### config.mk
export PLATFORM = sky130hd
export DESIGN_NAME = cond_unit
export DESIGN_NICKNAME = d
export VERILOG_FILES = /design/src/rtl/cond_pkg.sv /design/src/rtl/cond_check.sv /design/src/rtl/cond_unit.sv
export SDC_FILE = /design/constraint.sdc
export NUM_CORES = 1
export LEC_CHECK = 0
export BUFFER_PORTS_ARGS = -buffer_cell sky130_fd_sc_hd__buf_2
export CAP_MARGIN = 20
export CORE_ASPECT_RATIO = 0.8
export CORE_UTILIZATION = 40
export DETAILED_ROUTE_END_ITERATION = 10
export PLACE_DENSITY = 0.77
export SYNTH_ARGS = -nofsm -noshare
export SYNTH_HDL_FRONTEND = slang
export SYNTH_SLANG_ARGS = --single-unit
### constraint.sdc
create_clock -name clk -period 1.9 [get_ports clk]
set_input_delay 0.19 -clock clk [delete_from_list [all_inputs] [get_ports clk]]
set_output_delay 0.19 -clock clk [all_outputs]
set_load 0.03 [all_outputs]
### src/rtl/cond_pkg.sv
// Shared definitions for the Execute-stage condition unit: condition codes,
// flag register bit positions and FlagWrite group indices.
package cond_pkg;

    typedef enum logic [3:0] {
        COND_EQ = 4'b0000,
        COND_NE = 4'b0001,
        COND_CS = 4'b0010,
        COND_CC = 4'b0011,
        COND_MI = 4'b0100,
        COND_PL = 4'b0101,
        COND_VS = 4'b0110,
        COND_VC = 4'b0111,
        COND_HI = 4'b1000,
        COND_LS = 4'b1001,
        COND_GE = 4'b1010,
        COND_LT = 4'b1011,
        COND_GT = 4'b1100,
        COND_LE = 4'b1101,
        COND_AL = 4'b1110,
        COND_NV = 4'b1111
    } cond_e;

    localparam int unsigned FLAGS_W = 5;
    localparam int unsigned FLAG_N  = 4;
    localparam int unsigned FLAG_Z  = 3;
    localparam int unsigned FLAG_C  = 2;
    localparam int unsigned FLAG_V  = 1;
    localparam int unsigned FLAG_Q  = 0;

    localparam int unsigned FW_NZ = 1;
    localparam int unsigned FW_CV = 0;

endpackage

### src/rtl/cond_check.sv
// Purely combinational condition-field evaluator against {N,Z,C,V}.
module cond_check (
    input  logic [3:0] CondE,
    input  logic [3:0] NZCV,
    output logic       CondEx
);
    import cond_pkg::*;

    logic n, z, c, v;

    always_comb begin
        {n, z, c, v} = NZCV;
        CondEx = 1'b0;
        case (cond_e'(CondE))
            COND_EQ: CondEx = z;
            COND_NE: CondEx = ~z;
            COND_CS: CondEx = c;
            COND_CC: CondEx = ~c;
            COND_MI: CondEx = n;
            COND_PL: CondEx = ~n;
            COND_VS: CondEx = v;
            COND_VC: CondEx = ~v;
            COND_HI: CondEx = c & ~z;
            COND_LS: CondEx = ~c | z;
            COND_GE: CondEx = (n == v);
            COND_LT: CondEx = (n != v);
            COND_GT: CondEx = ~z & (n == v);
            COND_LE: CondEx = z | (n != v);
            COND_AL: CondEx = 1'b1;
            default: CondEx = 1'b0;
        endcase
    end

endmodule

### src/rtl/cond_unit.sv
// Execute-stage condition/flag unit: flag register, condition gating, sticky Q.
// Optional COND_SATURATION_EN enables Q tracking and the saturation counter.
module cond_unit #(
    parameter int unsigned SAT_CNT_W = 16
) (
    input  logic                 clk,
    input  logic                 reset,
    input  logic                 ValidE,
    input  logic                 StallE,
    input  logic                 FlushE,
    input  logic [3:0]           CondE,
    input  logic [1:0]           FlagWriteE,
    input  logic                 QOpE,
    input  logic [4:0]           ALUFlags,
    input  logic                 QClear,
    input  logic                 RegWriteE,
    input  logic                 MemWriteE,
    input  logic                 PCSE,
    output logic                 RegWrite,
    output logic                 MemWrite,
    output logic                 PCSrc,
    output logic                 CondEx,
    output logic [4:0]           Flags,
    output logic [SAT_CNT_W-1:0] SatCount
);
    import cond_pkg::*;

    logic [FLAGS_W-1:0] flags_q, flags_d;
    logic               cond_ex;
    logic               go;
    logic               issue;

    cond_check u_cond_check (
        .CondE  (CondE),
        .NZCV   (flags_q[FLAG_N:FLAG_V]),
        .CondEx (cond_ex)
    );

    // Stall does not gate the control outputs; the downstream register holds them.
    always_comb begin
        issue    = ValidE & cond_ex & ~FlushE;
        go       = issue & ~StallE;
        CondEx   = cond_ex;
        RegWrite = RegWriteE & issue;
        MemWrite = MemWriteE & issue;
        PCSrc    = PCSE & issue;
    end

`ifdef COND_SATURATION_EN
    logic                 q_set;
    logic [SAT_CNT_W-1:0] sat_q, sat_d;

    // Set beats clear for both Q and the counter; a same-cycle clear+set yields 1.
    always_comb begin
        q_set   = go & QOpE & ALUFlags[FLAG_Q];
        flags_d = flags_q;
        sat_d   = sat_q;
        if (go & FlagWriteE[FW_NZ]) begin
            flags_d[FLAG_N] = ALUFlags[FLAG_N];
            flags_d[FLAG_Z] = ALUFlags[FLAG_Z];
        end
        if (go & FlagWriteE[FW_CV]) begin
            flags_d[FLAG_C] = ALUFlags[FLAG_C];
            flags_d[FLAG_V] = ALUFlags[FLAG_V];
        end
        if (QClear) begin
            flags_d[FLAG_Q] = 1'b0;
            sat_d           = '0;
        end
        if (q_set) begin
            flags_d[FLAG_Q] = 1'b1;
            if (QClear) begin
                sat_d = SAT_CNT_W'(1);
            end else if (sat_q != '1) begin
                sat_d = sat_q + SAT_CNT_W'(1);
            end
        end
    end

    always_ff @(posedge clk or posedge reset) begin
        if (reset) begin
            sat_q <= '0;
        end else begin
            sat_q <= sat_d;
        end
    end

    assign SatCount = sat_q;
`else
    logic unused_sat_inputs;

    always_comb begin
        flags_d = flags_q;
        if (go & FlagWriteE[FW_NZ]) begin
            flags_d[FLAG_N] = ALUFlags[FLAG_N];
            flags_d[FLAG_Z] = ALUFlags[FLAG_Z];
        end
        if (go & FlagWriteE[FW_CV]) begin
            flags_d[FLAG_C] = ALUFlags[FLAG_C];
            flags_d[FLAG_V] = ALUFlags[FLAG_V];
        end
        flags_d[FLAG_Q] = 1'b0;
    end

    assign unused_sat_inputs = ^{QOpE, ALUFlags[FLAG_Q], QClear};
    assign SatCount          = '0;
`endif

    always_ff @(posedge clk or posedge reset) begin
        if (reset) begin
            flags_q <= '0;
        end else begin
            flags_q <= flags_d;
        end
    end

    assign Flags = flags_q;

endmodule

* Word level (Yosys, flattened, before mapping)
Cells that the tools add are included.
Storage, ports and cells: memories kept 0, memory bits (read-only) 0, bits of input ports 21, register bits after elaboration 4, word-level logic and storage cells 38, output and inout port bits 25, bits in latches 0, memory bits (writable) 0
Operators by class: shifts and indexed selects 0, bitwise operators 18, reduce and logical (&&, ||, !) cells 1, div/mod/pow operators 0, $add $sub $neg 0, mux-type cells 1, $lt $le $gt $ge 0, $mul 0, eq/ne operators 16
Operators with widths (count):
- equality test 4 bit (second input constant) | 7
- equality test 4 x 3 -> 1 bit (second input constant) | 4
- case mux 1 bit (15 select lines) | 1
- bitwise AND 1 bit | 10
- equality test 4 x 2 -> 1 bit (second input constant) | 2
- inverter 1 bit | 6
- equality test 4 x 1 -> 1 bit (second input constant) | 1
- zero test 4 bit | 1
- OR 1 bit | 2
- equality test 1 bit | 1
- != test 1 bit | 1

* Longest topological paths before layout
Gate-level depths: netlist of the first run.
depth in word-level cells 7, gate-level depth with buffers 6, gate-level depth less buffers 5

* Cells and area by module
From an unflattened synthesis of the first run, not the netlist that was laid out.
Unflattened totals: cell total of the unflattened synthesis 63, area, all modules 520.5 um^2
Modules (own cells, without submodules):
- cond_unit | instances 1, cells an instance 35, area an instance 326.6 um^2, sequential area each 100.1 um^2
- cond_check | instances 1, cells an instance 28, area an instance 193.9 um^2, sequential area each 0.0 um^2

* Least setup slack after synthesis of the first run
Ideal clock, no wire load.
kind register -> output, start point reg flags_q[4] (netlist: Flags[4]), end point out MemWrite, cell stages (with the launch flop) 6, arrival 2036 ps, data required time 1710 ps, path buffers 0, slack -326 ps, path through dfrtp_1 -> nor3b_1 -> nand3b_1 -> a32oi_1 -> nand3_1 -> and3_1
On the way: word-level cells in the longest chain between the ends 6, elaborated cells between the ends (all ways) 9, classes of those cells 2 x eq/ne; 1 x mux; 6 x bitwise
Ends and longest elaborated chain:
- start, declared | RTL line cond_unit.sv:28 | logic [FLAGS_W-1:0] flags_q, flags_d;
- start signal, assigned | RTL line cond_unit.sv:113 | flags_q <= flags_d;
- != test 1 bit / equality test 1 bit (equally long branches)
- OR 1 bit / bitwise AND 1 bit (equally long branches) | RTL line cond_check.sv:28, cond_check.sv:27
- case mux 1 bit (15 select lines) (*) | RTL line cond_check.sv:14 | case (cond_e'(CondE))
- via CondEx | RTL line cond_unit.sv:22 | output logic CondEx,
- bitwise AND 1 bit (*) (2 in a row) | RTL line cond_unit.sv:41 | issue = ValidE & cond_ex & ~FlushE;
- bitwise AND 1 bit (*) | RTL line cond_unit.sv:45 | MemWrite = MemWriteE & issue;
- end, declared | RTL line cond_unit.sv:20 | output logic MemWrite,
The timed path passes the listed nets; every way through them passes the cells marked *.

* Worst setup path after layout of the first run
start point reg flags_q[4] (netlist: Flags[4]), end point out RegWrite
On the way: word-level cells in the longest chain between the ends 6, elaborated cells between the ends (all ways) 9, classes of those cells 2 x eq/ne; 1 x mux; 6 x bitwise
Ends and longest elaborated chain:
- != test 1 bit / equality test 1 bit (equally long branches)
- OR 1 bit / bitwise AND 1 bit (equally long branches) | RTL line cond_check.sv:28, cond_check.sv:27
- case mux 1 bit (15 select lines) (*) | RTL line cond_check.sv:14
- bitwise AND 1 bit (*) (2 in a row) | RTL line cond_unit.sv:41
- bitwise AND 1 bit (*) | RTL line cond_unit.sv:44 | RegWrite = RegWriteE & issue;
- end, declared | RTL line cond_unit.sv:19 | output logic RegWrite,
Mark *: on every way between the ends. The rest lies on a longest branch, timed or not.

==> results of run 1 <==
==> path summary, 6_finish.rpt <==
kind | to | startpoint | depth (start not counted) | slack, ns
setup / recovery | RegWrite | Flags[4]$_DFFE_PP0P_ | 6 | -0.06
hold / removal | Flags[2]$_DFFE_PP0P_ | ALUFlags[2] | 4 | 0.33
setup reg to reg | Flags[1]$_DFFE_PP0P_ | Flags[4]$_DFFE_PP0P_ | 6 | 0.01
hold reg to reg | Flags[2]$_DFFE_PP0P_ | Flags[2]$_DFFE_PP0P_ | 4 | 0.74
max in group asynchronous | Flags[1]$_DFFE_PP0P_ | reset | 3 | 1.36
min in group asynchronous | Flags[2]$_DFFE_PP0P_ | reset | 3 | 0.38
==> worst min-delay path: stages <==
cell	delay [ns]
buf_2	0.07
nand2_1	0.05
o21ai_0	0.12
or3_1	0.10
==> logic make-up after synthesis <==
family / after synthesis / share of synthesized area (%)
and+or+nand+nor: 39 / 37.3
DFF: 4 / 15.1
muxes: 1 / 1.51
AOI/OAI and AO/OA: 19 / 19.6
other: 1 / 0.564
xor gates and xnor gates: 2 / 2.64
buffers and inverters: 21 / 23.4
==> report_power, final <==
| part | switching, µW | internal (µW) | total [µW] | leakage [µW] |
|---|---|---|---|---|
| combinational | 142 | 91.0 | 233 | 0.000334 |
| sequential | 9.54 | 91.4 | 101 | 0.0000356 |
| clock | 40.3 | 79.1 | 119 | 0.0000150 |
| total | 191 | 262 | 453 | 0.000384 |
==> timing repair <==
action,CTS,global route
gates resized for setup,12,1
pin swaps,9,6
endpoints found under the hold margin,4,0
setup buffers,6,0
setup endpoints to repair,4,8
hold buffers,1,0
==> through the flow <==
stage	power (µW)	area (µm²)	hold slack, ns
2_1_floorplan	281	751	-0.0441
3_3_place_gp	294	766	0.0682
3_5_place_dp	299	766	0.0721
4_1_cts	451	900	0.317
5_1_grt	476	900	0.366
6_report	453	900	0.329
==> cell type report <==
type | instances | area, µm² | area share (%)
Multi-Input combinational cell | 78 | 527 | 58.6
Timing Repair Buffer | 34 | 214 | 23.8
Sequential cell | 4 | 103 | 11.4
Clock buffer | 4 | 26.3 | 2.92
Tap cell | 21 | 26.3 | 2.92
Inverter | 1 | 3.75 | 0.417
==> cells in the final DEF (no fill, tap or decap), types with 2 or more instances in the layout <==
cell type,netlist,final
a21oi_1,4,4
and3_4,1,4
and4_1,4,4
buf_2,1,22
buf_4,18,8
buf_6,1,3
clkbuf_4,0,3
conb_1,1,17
dfrtp_1,4,2
dfrtp_2,0,2
nand2_1,4,4
nand2b_1,6,6
nand3b_1,5,5
nor2_1,5,5
nor3b_1,3,2
o21ai_0,9,8
or3_1,4,4
xor2_1,2,2
==> synth_stat cells <==
cell type / n / share of area (%)
nand2b_1: 6 / 5.7
buf_4: 18 / 20
and2_1: 1 / 0.94
o22ai_1: 1 / 0.94
conb_1: 1 / 0.56
a22oi_2: 1 / 1.9
dfrtp_1: 4 / 15
nand4b_1: 1 / 1.3
a21o_1: 1 / 1.1
mux2i_1: 1 / 1.5
nand3_1: 1 / 0.75
a32oi_1: 1 / 1.3
o32a_4: 1 / 3.4
and3_4: 1 / 1.7
nor2b_1: 1 / 0.94
o21a_1: 1 / 1.1
or3_1: 4 / 3.8
nand3b_1: 5 / 5.7
xor2_1: 2 / 2.6
and4_1: 4 / 5.3
buf_6: 1 / 1.7
and3_1: 3 / 2.8
nor3b_1: 3 / 3.4
buf_2: 1 / 0.75
inv_1: 1 / 0.56
nor2_1: 5 / 2.8
o21ai_0: 9 / 6.8
nand2_1: 4 / 2.3
a21oi_1: 4 / 3.0
==> routing by layer <==
layer  part of all wire, %  wire length, µm
met5                     0                0
met3                    11              188
met1                    40              685
met2                    46              787
met4                   2.6               45
==> results.md, run 1 <==
* Run status: finished with violations
* Failing checks: negative setup slack
* Critical-path maximum fanout at 7
* M2 GR Usage at around a third
* Worst-path cell chain: nor3b_2 -> nor2_1 -> o32a_4 -> nand3_4 -> and3_4 -> buf_6
* Slowest-stage cell, CP: dfrtp_2
* Vias per Instance at 5.18
* FP Rows at 12
* Finish-stage setup viols at 3
* Fin crit share at 103%
* Clock root buffer: clkbuf_4
* Warnings from Yosys at 0
* Pre-CTS WS at between 0.03 and 0.04 ns
* Post-DP HPWL at between 1000 and 1500 µm
* H-tree depth at 1
* Core ar. at roughly 1500 µm²
* Largest net degree at the start of global routing at 11
* WS Path Type: flop to primary output
* Initial DRT Pass Iterations at 4
* Initial antenna violation count at 0
* GR Layer Usage met3 at under 10%
* Final Wtd Congestion at around 0.71
* Die Area at about 1800 µm²
* Aggregate global routing overflow at 0
* Clock Tree Buf Depth at 2
* CTS Sinks at 4
* Share of cells above drive strength 1 at about two fifths
* Max reg flops at 4
* Global Route met1 Usage at between 20% and 30%
* Arrival time at the worst endpoint at ~1.8 ns
* Fin worst setup slack at -0.0612 ns
* Synthesized area at ~660 µm²
* Remaining DRCs at 0
* Post-DR wirelength/cell at around 12 µm
* Hold crit path type: input port to flop
* Number of global-route vias before repair at 622
* Final Max Tran Viols at 0
* Max stage delay on crit path at roughly 0.46 ns
* FMAX at just over 0.5 GHz
* Lkg Pwr at 0.000384 µW
* Max-cap viol count at 0
* Crit path launch type: flop
* First-pass GRT wire length at 2590 µm
* Setup_tns at -0.180 ns
* Clk slew on worst S/H paths at about 0.05 ns
* All-Layer GR Usage at around 21%
* PortBufs at 25
* Die W at around 48 µm
* Post-synthesis instance total at 87
* Routed vias at 735
* Unique masters post-synth at 29
* Worst setup EP type: primary output
* GRT Max-Usage Layer: met2
* IO Count at 46
* CP Buf/Inv Count at 1
* Worst IR Drop VDD at 0.000244 V
* WL final at 1710 µm
* Final #Nets at around 140
* CTS buffer count at 3
* Initial drt markers at 14
* Skew final at 0.0118 ns
* Area delta synth->final at 35.4%
* Final ANT Viol Nets at 0
* Inst Count DP at 131
* Min Clock Period, post-route at 1.96 ns
* Top Family by Delay on Critical Path: simple AND/OR/NAND/NOR gates
* Syn_area_per_cell at between 7 and 8 µm²
* Setup repair after global routing missed its margin: true
* Final core occ at approximately three fifths
* CTS tree: done
* Final cell count without fillers at 142
* FF+latch count, synth at 4
* PwrDens at 503 nW/µm²
* Worst-Skew Late Latency at roughly 0.24 ns
* Count of final hold-check violations at 0
* Initial Util at a little under half
* Worst path required time at about 1.7 ns
* Die height at between 30 and 40 µm
* Sequential area share after synthesis at 15.1%
* Antenna Cells at 0
* FILL cells at 150
No activity file was read; power rests on OpenSTA's default activity.
==> inputs of run 2 (changes only) <==
--- a/config.mk
+++ b/config.mk
@@ -7,7 +7,6 @@
 export LEC_CHECK = 0
 export BUFFER_PORTS_ARGS = -buffer_cell sky130_fd_sc_hd__buf_2
 export CAP_MARGIN = 20
-export CORE_ASPECT_RATIO = 0.8
 export CORE_UTILIZATION = 40
 export DETAILED_ROUTE_END_ITERATION = 10
 export PLACE_DENSITY = 0.77
==> run 2 against run 1 <==
The flow still finishes with violations (negative setup slack). Highest routed layer unchanged. Die area about the same. Sequential power is essentially flat. Total power decreased by 2.1%. Largest power group unchanged. Flip-flop and latch count did not move. Via count is 4.5% lower. Cell count down 5.6%. Non-clock buffer count is 2 lower.
==> results.md, run 2 (same netlist as run 1, synthesis figures left out) <==
* CP Buf/Inv Count at 1
* Antenna Cells at 0
* Hold Path Depth at 4
* Slowest-stage cell, CP: dfrtp_2
* Worst R2R Path Depth at 6
* Largest net degree at the start of global routing at 11
* Final #Nets at 141
* Critical-path maximum fanout at 7
* Number of global-route vias before repair at around 590
* CTS Sinks at 4
* Setup_tns at -0.136 ns
* Lkg Pwr at between 0.0003 and 0.0004 µW
* First-pass GRT wire length at about 2400 µm
* Top Family by Delay on Critical Path: simple AND/OR/NAND/NOR gates
* Fin worst setup slack at -0.0411 ns
* Final Max Tran Viols at 0
* Worst-path cell chain: nand3b_1 -> and3_4 -> o32a_4 -> nand3_4 -> and3_4 -> buf_6
* FMAX at between 0.5 and 0.6 GHz
* Fin area at around 890 µm²
* Critical path startpoint: Flags[4]$_DFFE_PP0P_
* Die Area at 1830 µm²
* Most frequent cells in the layout: buf_2, conb_1, o21ai_0
* Worst Hold Launch: ALUFlags[1]
* FP Rows at 14
* Worst path required time at between 1.5 and 2 ns
* Worst-Skew Late Latency at 0.24 ns
* Min Clock Period, post-route at between 1.5 and 2 ns
* Worst setup EP type: primary output
* Routed vias at about 700
* Clk slew on worst S/H paths at about 0.040 ns
* Die height at approximately 43 µm
* Core ar. at roughly 1500 µm²
* Clock Tree Buf Depth at 2
* Final Wtd Congestion at 0.745
* Reg-to-reg slack, setup at -0.02 ns
* Setup repair after global routing missed its margin: true
* Max stage delay on crit path at between 0.4 and 0.5 ns
* Inst Count DP at between 100 and 150
* Vias per Instance at about 5.2
* Most common cell after layout, fill and taps aside: buf_2
* Skew final at 0.00403 ns
* Initial antenna violation count at 0
* Initial Util at 43.6%
* Max reg flops at 4
* Worst r2r src: Flags[4]$_DFFE_PP0P_
* Finish-stage setup viols at 5
* WL final at approximately 1600 µm
* Crit path launch type: flop
* All-Layer GR Usage at between 10% and 20%
* Failing checks: negative setup slack
* PwrDens at 499 nW/µm²
* Post-DP HPWL at 1100 µm
* Worst IR Drop VDD at between 0.00015 and 0.0002 V
* H-tree depth at 1
* Clock root buffer: clkbuf_4
* Remaining DRCs at 0
* Max-cap viol count at 0
* Initial DRT Pass Iterations at 4
* IO Count at between 40 and 50
* Final cell count without fillers at between 100 and 150
* R2r endpoint: Flags[3]$_DFFE_PP0P_
* Endpoint, Worst Hold: Flags[1]$_DFFE_PP0P_
* Dpl cell area at 752 µm²
* Share of cells above drive strength 1 at about two fifths
* Post-DR wirelength/cell at ~12 µm
* CTS tree: done
* Area delta synth->final at 33.7%
* Most frequent CP cell: and3_4
* WS Path Type: flop to primary output
* Count of final hold-check violations at 0
* Aggregate global routing overflow at 0
* Hold crit path type: input port to flop
* Final ANT Viol Nets at 0
* Arrival time at the worst endpoint at 1.75 ns
* Die W at roughly 43 µm
* Fin crit share at 102%
* Final Power at 443 µW
* Initial drt markers at 10
* PortBufs at 25
* Run status: finished with violations
* CTS buffer count at 3
run 2: repair_timing:
item                       4_1_cts  5_1_grt
pin swaps                       11        8
hold endpoints to repair         4        0
hold buffers                     1        0
gates cloned                     0        0
gates resized for setup         15        2
setup buffers                    5        0
setup endpoints to repair        4        8
run 2: final cells by class:
type,instances,area [µm²]
inverters,1,3.75
clock buffers,3,22.5
repair buffers,32,205
well taps,16,20.0
fillers,143,636
flip-flops and latches,4,105
multi-input cells,78,532
run 2: power breakdown:
group | switching, µW | internal (µW)
Clock | 37.7 | 70.8
Combinational | 139 | 93.2
Sequential | 10.0 | 92.1
run 2: routing by layer:
| metal | routed length, µm | share of wire (%) | vias up | global-route usage, % |
|---|---|---|---|---|
| met5 | 0 | 0 | - | 0 |
| met4 | 17 | 1.1 | 0 | 9.38 |
| met3 | 91 | 5.8 | 2 | 2.55 |
| li1 | - | - | 343 | - |
| met1 | 652 | 42 | 324 | 22.4 |
| met2 | 797 | 51 | 33 | 29.4 |
run 2: how the worst max path moves through the flow:
| stage | to | slack [ns] | cells past startpoint |
|---|---|---|---|
| floorplan | MemWrite | 0.03 | 5 |
| finish | PCSrc | -0.04 | 6 |
| global route | PCSrc | -0.13 | 6 |
| global placement | MemWrite | 0.06 | 6 |
| detailed placement | Flags[3]$_DFFE_PP0P_ | 0.03 | 5 |
| CTS | RegWrite | -0.04 | 6 |
run 2: per-stage QoR:
step | hold WS, ns | utilization, % | setup slack (ns)
3_3_place_gp | 0.0682 | 49.3 | 0.0623
3_5_place_dp | 0.0774 | 49.3 | 0.0321
6_report | 0.312 | 58.3 | -0.0411
5_1_grt | 0.335 | 58.3 | -0.126
4_1_cts | 0.307 | 57.7 | -0.0405
2_1_floorplan | -0.0441 | - | 0.0316
run 2: worst min-delay path, delay by kind of cell:
family | cells | cell delay, ns
AND/OR/NAND/NOR | 2 | 0.15
AO/OA/AOI/OAI | 1 | 0.10
buffers and inverters | 1 | 0.08
==> inputs of run 3 (changes only) <==
--- a/config.mk
+++ b/config.mk
@@ -5,9 +5,11 @@
 export SDC_FILE = /design/constraint.sdc
 export NUM_CORES = 1
 export LEC_CHECK = 0
+export ABC_AREA = 1
 export BUFFER_PORTS_ARGS = -buffer_cell sky130_fd_sc_hd__buf_2
 export CAP_MARGIN = 20
-export CORE_UTILIZATION = 40
+export CORE_MARGIN = 2
+export CORE_UTILIZATION = 38
 export DETAILED_ROUTE_END_ITERATION = 10
 export PLACE_DENSITY = 0.77
 export SYNTH_ARGS = -nofsm -noshare
==> run 3 against run 2 <==
Sequential share of layout area up 1.7 points. Sequential power increased by 57%. Via count down 8.4%. Setup slack improved by 0.065 ns. The run now ends clean. Flip-flop and latch count unchanged. Synthesized cell count is 14% higher.
==> results.md, run 3 <==
* Skew final at ~0.0072 ns
* Worst IR Drop VDD at about 0.00065 V
* Net switching power at approximately 360 µW
* Clock Tree Buf Depth at 2
* Most frequent cells in the layout: nand2_1, buf_2, conb_1
* Unique masters post-synth at 17
* Initial DRT Pass Iterations at 4
* Die Area at ~1900 µm²
* Post-DP HPWL at around 1000 µm
* Worst setup EP type: primary output
* Lkg Pwr at about 0.00047 µW
* Routed vias at 643
* Arrival time at the worst endpoint at approximately 1.7 ns
* Final Power at slightly below 700 µW
* Synth Flop Type: dfrtp_1
* FP Rows at 14
* Fin Hold WS at roughly 0.21 ns
* Vias per Instance at around 4.4
* Clock root buffer: clkbuf_4
* Inst Count DP at around 140
* Syn_area_per_cell at ~6 µm²
* Most common cell after layout, fill and taps aside: nand2_1
* Internal at between 300 and 400 µW
* Worst-Skew Late Latency at around 0.23 ns
* FILL cells at approximately 150
* Flop pwr share at between 20% and 30%
* Final Wtd Congestion at 0.763
* H-tree depth at 1
* Setup repair after global routing missed its margin: true
* Synthesized area at just under 600 µm²
* Comb power frac at 61.9%
* Proportion of netlist area held by the largest area contributor at 21.7%
* WS Path Type: flop to primary output
* Max-cap viol count at 0
* Clk slew on worst S/H paths at 0.04 ns
* Remaining DRCs at 0
* Largest area contributor in the netlist: buf_4
* Hold crit path type: input port to flop
* Largest net degree at the start of global routing at 7
* Worst path required time at ~1.7 ns
* Die height at around 43 µm
* CTS Sinks at 4
* IO Count at 46
* Die W at ~43 µm
* CTS tree: done
* Top cells by count, synth: nand2_1, buf_4, inv_1
* Sequential area share after synthesis at between 10% and 20%
* Post-DR wirelength/cell at roughly 9 µm
* All-Layer GR Usage at 14.3%
* Final #Nets at between 150 and 200
* Max reg flops at 4
* Switching Fraction at 52.5%
* Finish-stage setup viols at 0
* Run status: finished, final reports clean
* Count of final hold-check violations at 0
* Final ANT Viol Nets at 0
* Fin crit share at 98.7%
* PortBufs at 25
* Pre-CTS WS at 0.234 ns
* Share of cells above drive strength 1 at about two fifths
* Antenna Cells at 0
* CTS buffer count at 3
* Min Clock Period, post-route at about 1.9 ns
* Final Max Tran Viols at 0
* Final cell count without fillers at roughly 150
* PwrDens at a little over 900 nW/µm²
* Most common cell in the netlist: nand2_1
* Number of global-route vias before repair at 595
* First-pass GRT wire length at 2040 µm
* WL final at 1310 µm
* Post-synth EDFFs at 0
* Initial Util at 40.0%
* Initial antenna violation count at 0
* Clk pwr share at 15.0%
* Crit path launch type: flop
* Aggregate global routing overflow at 0
* Core ar. at 1470 µm²
* Critical-path maximum fanout at 4
* FF+latch count, synth at 4
* Warnings from Yosys at 0
* Largest cells by area after synthesis: buf_4, nand2_1, dfrtp_1, inv_1, nand4_1
* FMAX at approximately 0.53 GHz
* Initial drt markers at 9
* Post-synthesis instance total at 99
* Setup_tns at 0 ns
* Fin worst setup slack at 0.0243 ns
* FFs w/ async S/R, synth at 100%
* Area delta synth->final at 27.7%
[run 3: changes by cell type in the layout (fill, tap and decap cells not counted), moves of 6 or more]
cell and change:
inv_1 +13, nand2_1 +20, nand4_1 +6, nand3_1 +7
o21ai_0 -9, nand2b_1 -6, nand2_2 +8
[run 3: per-stage QoR]
step           area, µm²  utilization [%]
6_report             751             51.0
5_1_grt              751             51.0
4_1_cts              706             48.0
3_5_place_dp         666             45.2
3_3_place_gp         666             45.2
2_1_floorplan        648                -
[run 3: path summary, 6_finish.rpt]
check                      cells after the start              endpoint                 start  slack (ns)
min in group asynchronous                      3  Flags[2]$_DFFE_PP0P_                 reset        0.37
setup / recovery                              12              RegWrite  Flags[4]$_DFFE_PP0P_        0.02
setup reg to reg                              11  Flags[1]$_DFFE_PP0P_  Flags[4]$_DFFE_PP0P_        0.43
hold reg to reg                                2  Flags[2]$_DFFE_PP0P_  Flags[2]$_DFFE_PP0P_        0.56
max in group asynchronous                      3  Flags[4]$_DFFE_PP0P_                 reset        1.36
hold / removal                                 3  Flags[2]$_DFFE_PP0P_           ALUFlags[2]        0.21
[run 3: power groups by stage]
stage          Combinational (µW)  Clock (µW)  Sequential [µW]
5_1_grt                       466         112              166
4_1_cts                       367         110              163
3_3_place_gp                  357           0              163
3_5_place_dp                  362           0              163
2_1_floorplan                 238           0              219
6_report                      428         103              160
[run 3: routing by layer]
| metal | GRT usage (%) | wire, µm | vias to the layer above |
|---|---|---|---|
| li1 | - | - | 337 |
| met1 | 14.4 | 497 | 266 |
| met2 | 26.0 | 658 | 38 |
| met3 | 2.92 | 132 | 2 |
| met4 | 9.70 | 21 | 0 |
| met5 | 0 | 0 | - |
[run 3: cell type report]
cell class	count	area [µm²]	share of cell area (%)
Timing Repair Buffer	29	169	22.5
Clock buffer	3	22.5	3.00
Sequential cell	4	101	13.5
Inverter	17	63.8	8.50
Multi-Input combinational cell	77	374	49.8
Tap cell	16	20.0	2.67
[run 3: what timing repair did]
item                                    in CTS  in global routing
endpoints found under the setup margin       3                  3
hold buffers                                 1                  0
pin swaps                                    0                  5
gates resized for setup                      3                 10
endpoints found under the hold margin        4                  0
buffers inserted                             0                  3
[run 3: worst max-delay path: stages (launching register included)]
cell	delay (ns)
dfrtp_2	0.42
inv_2	0.06
nand2_1	0.09
nand2_2	0.10
nand2_2	0.07
nand2_2	0.06
nand2_2	0.04
nand2_2	0.08
nor2_4	0.04
a21oi_4	0.17
inv_2	0.06
nor2_1	0.10
buf_4	0.16
[run 3: cell families after synthesis]
kind of cell	Yosys count	share of synthesized area (%)
other cells	1	0.638
simple gates	57	44.7
compound gates	3	5.11
flops	4	17.0
buf+inv	34	32.6
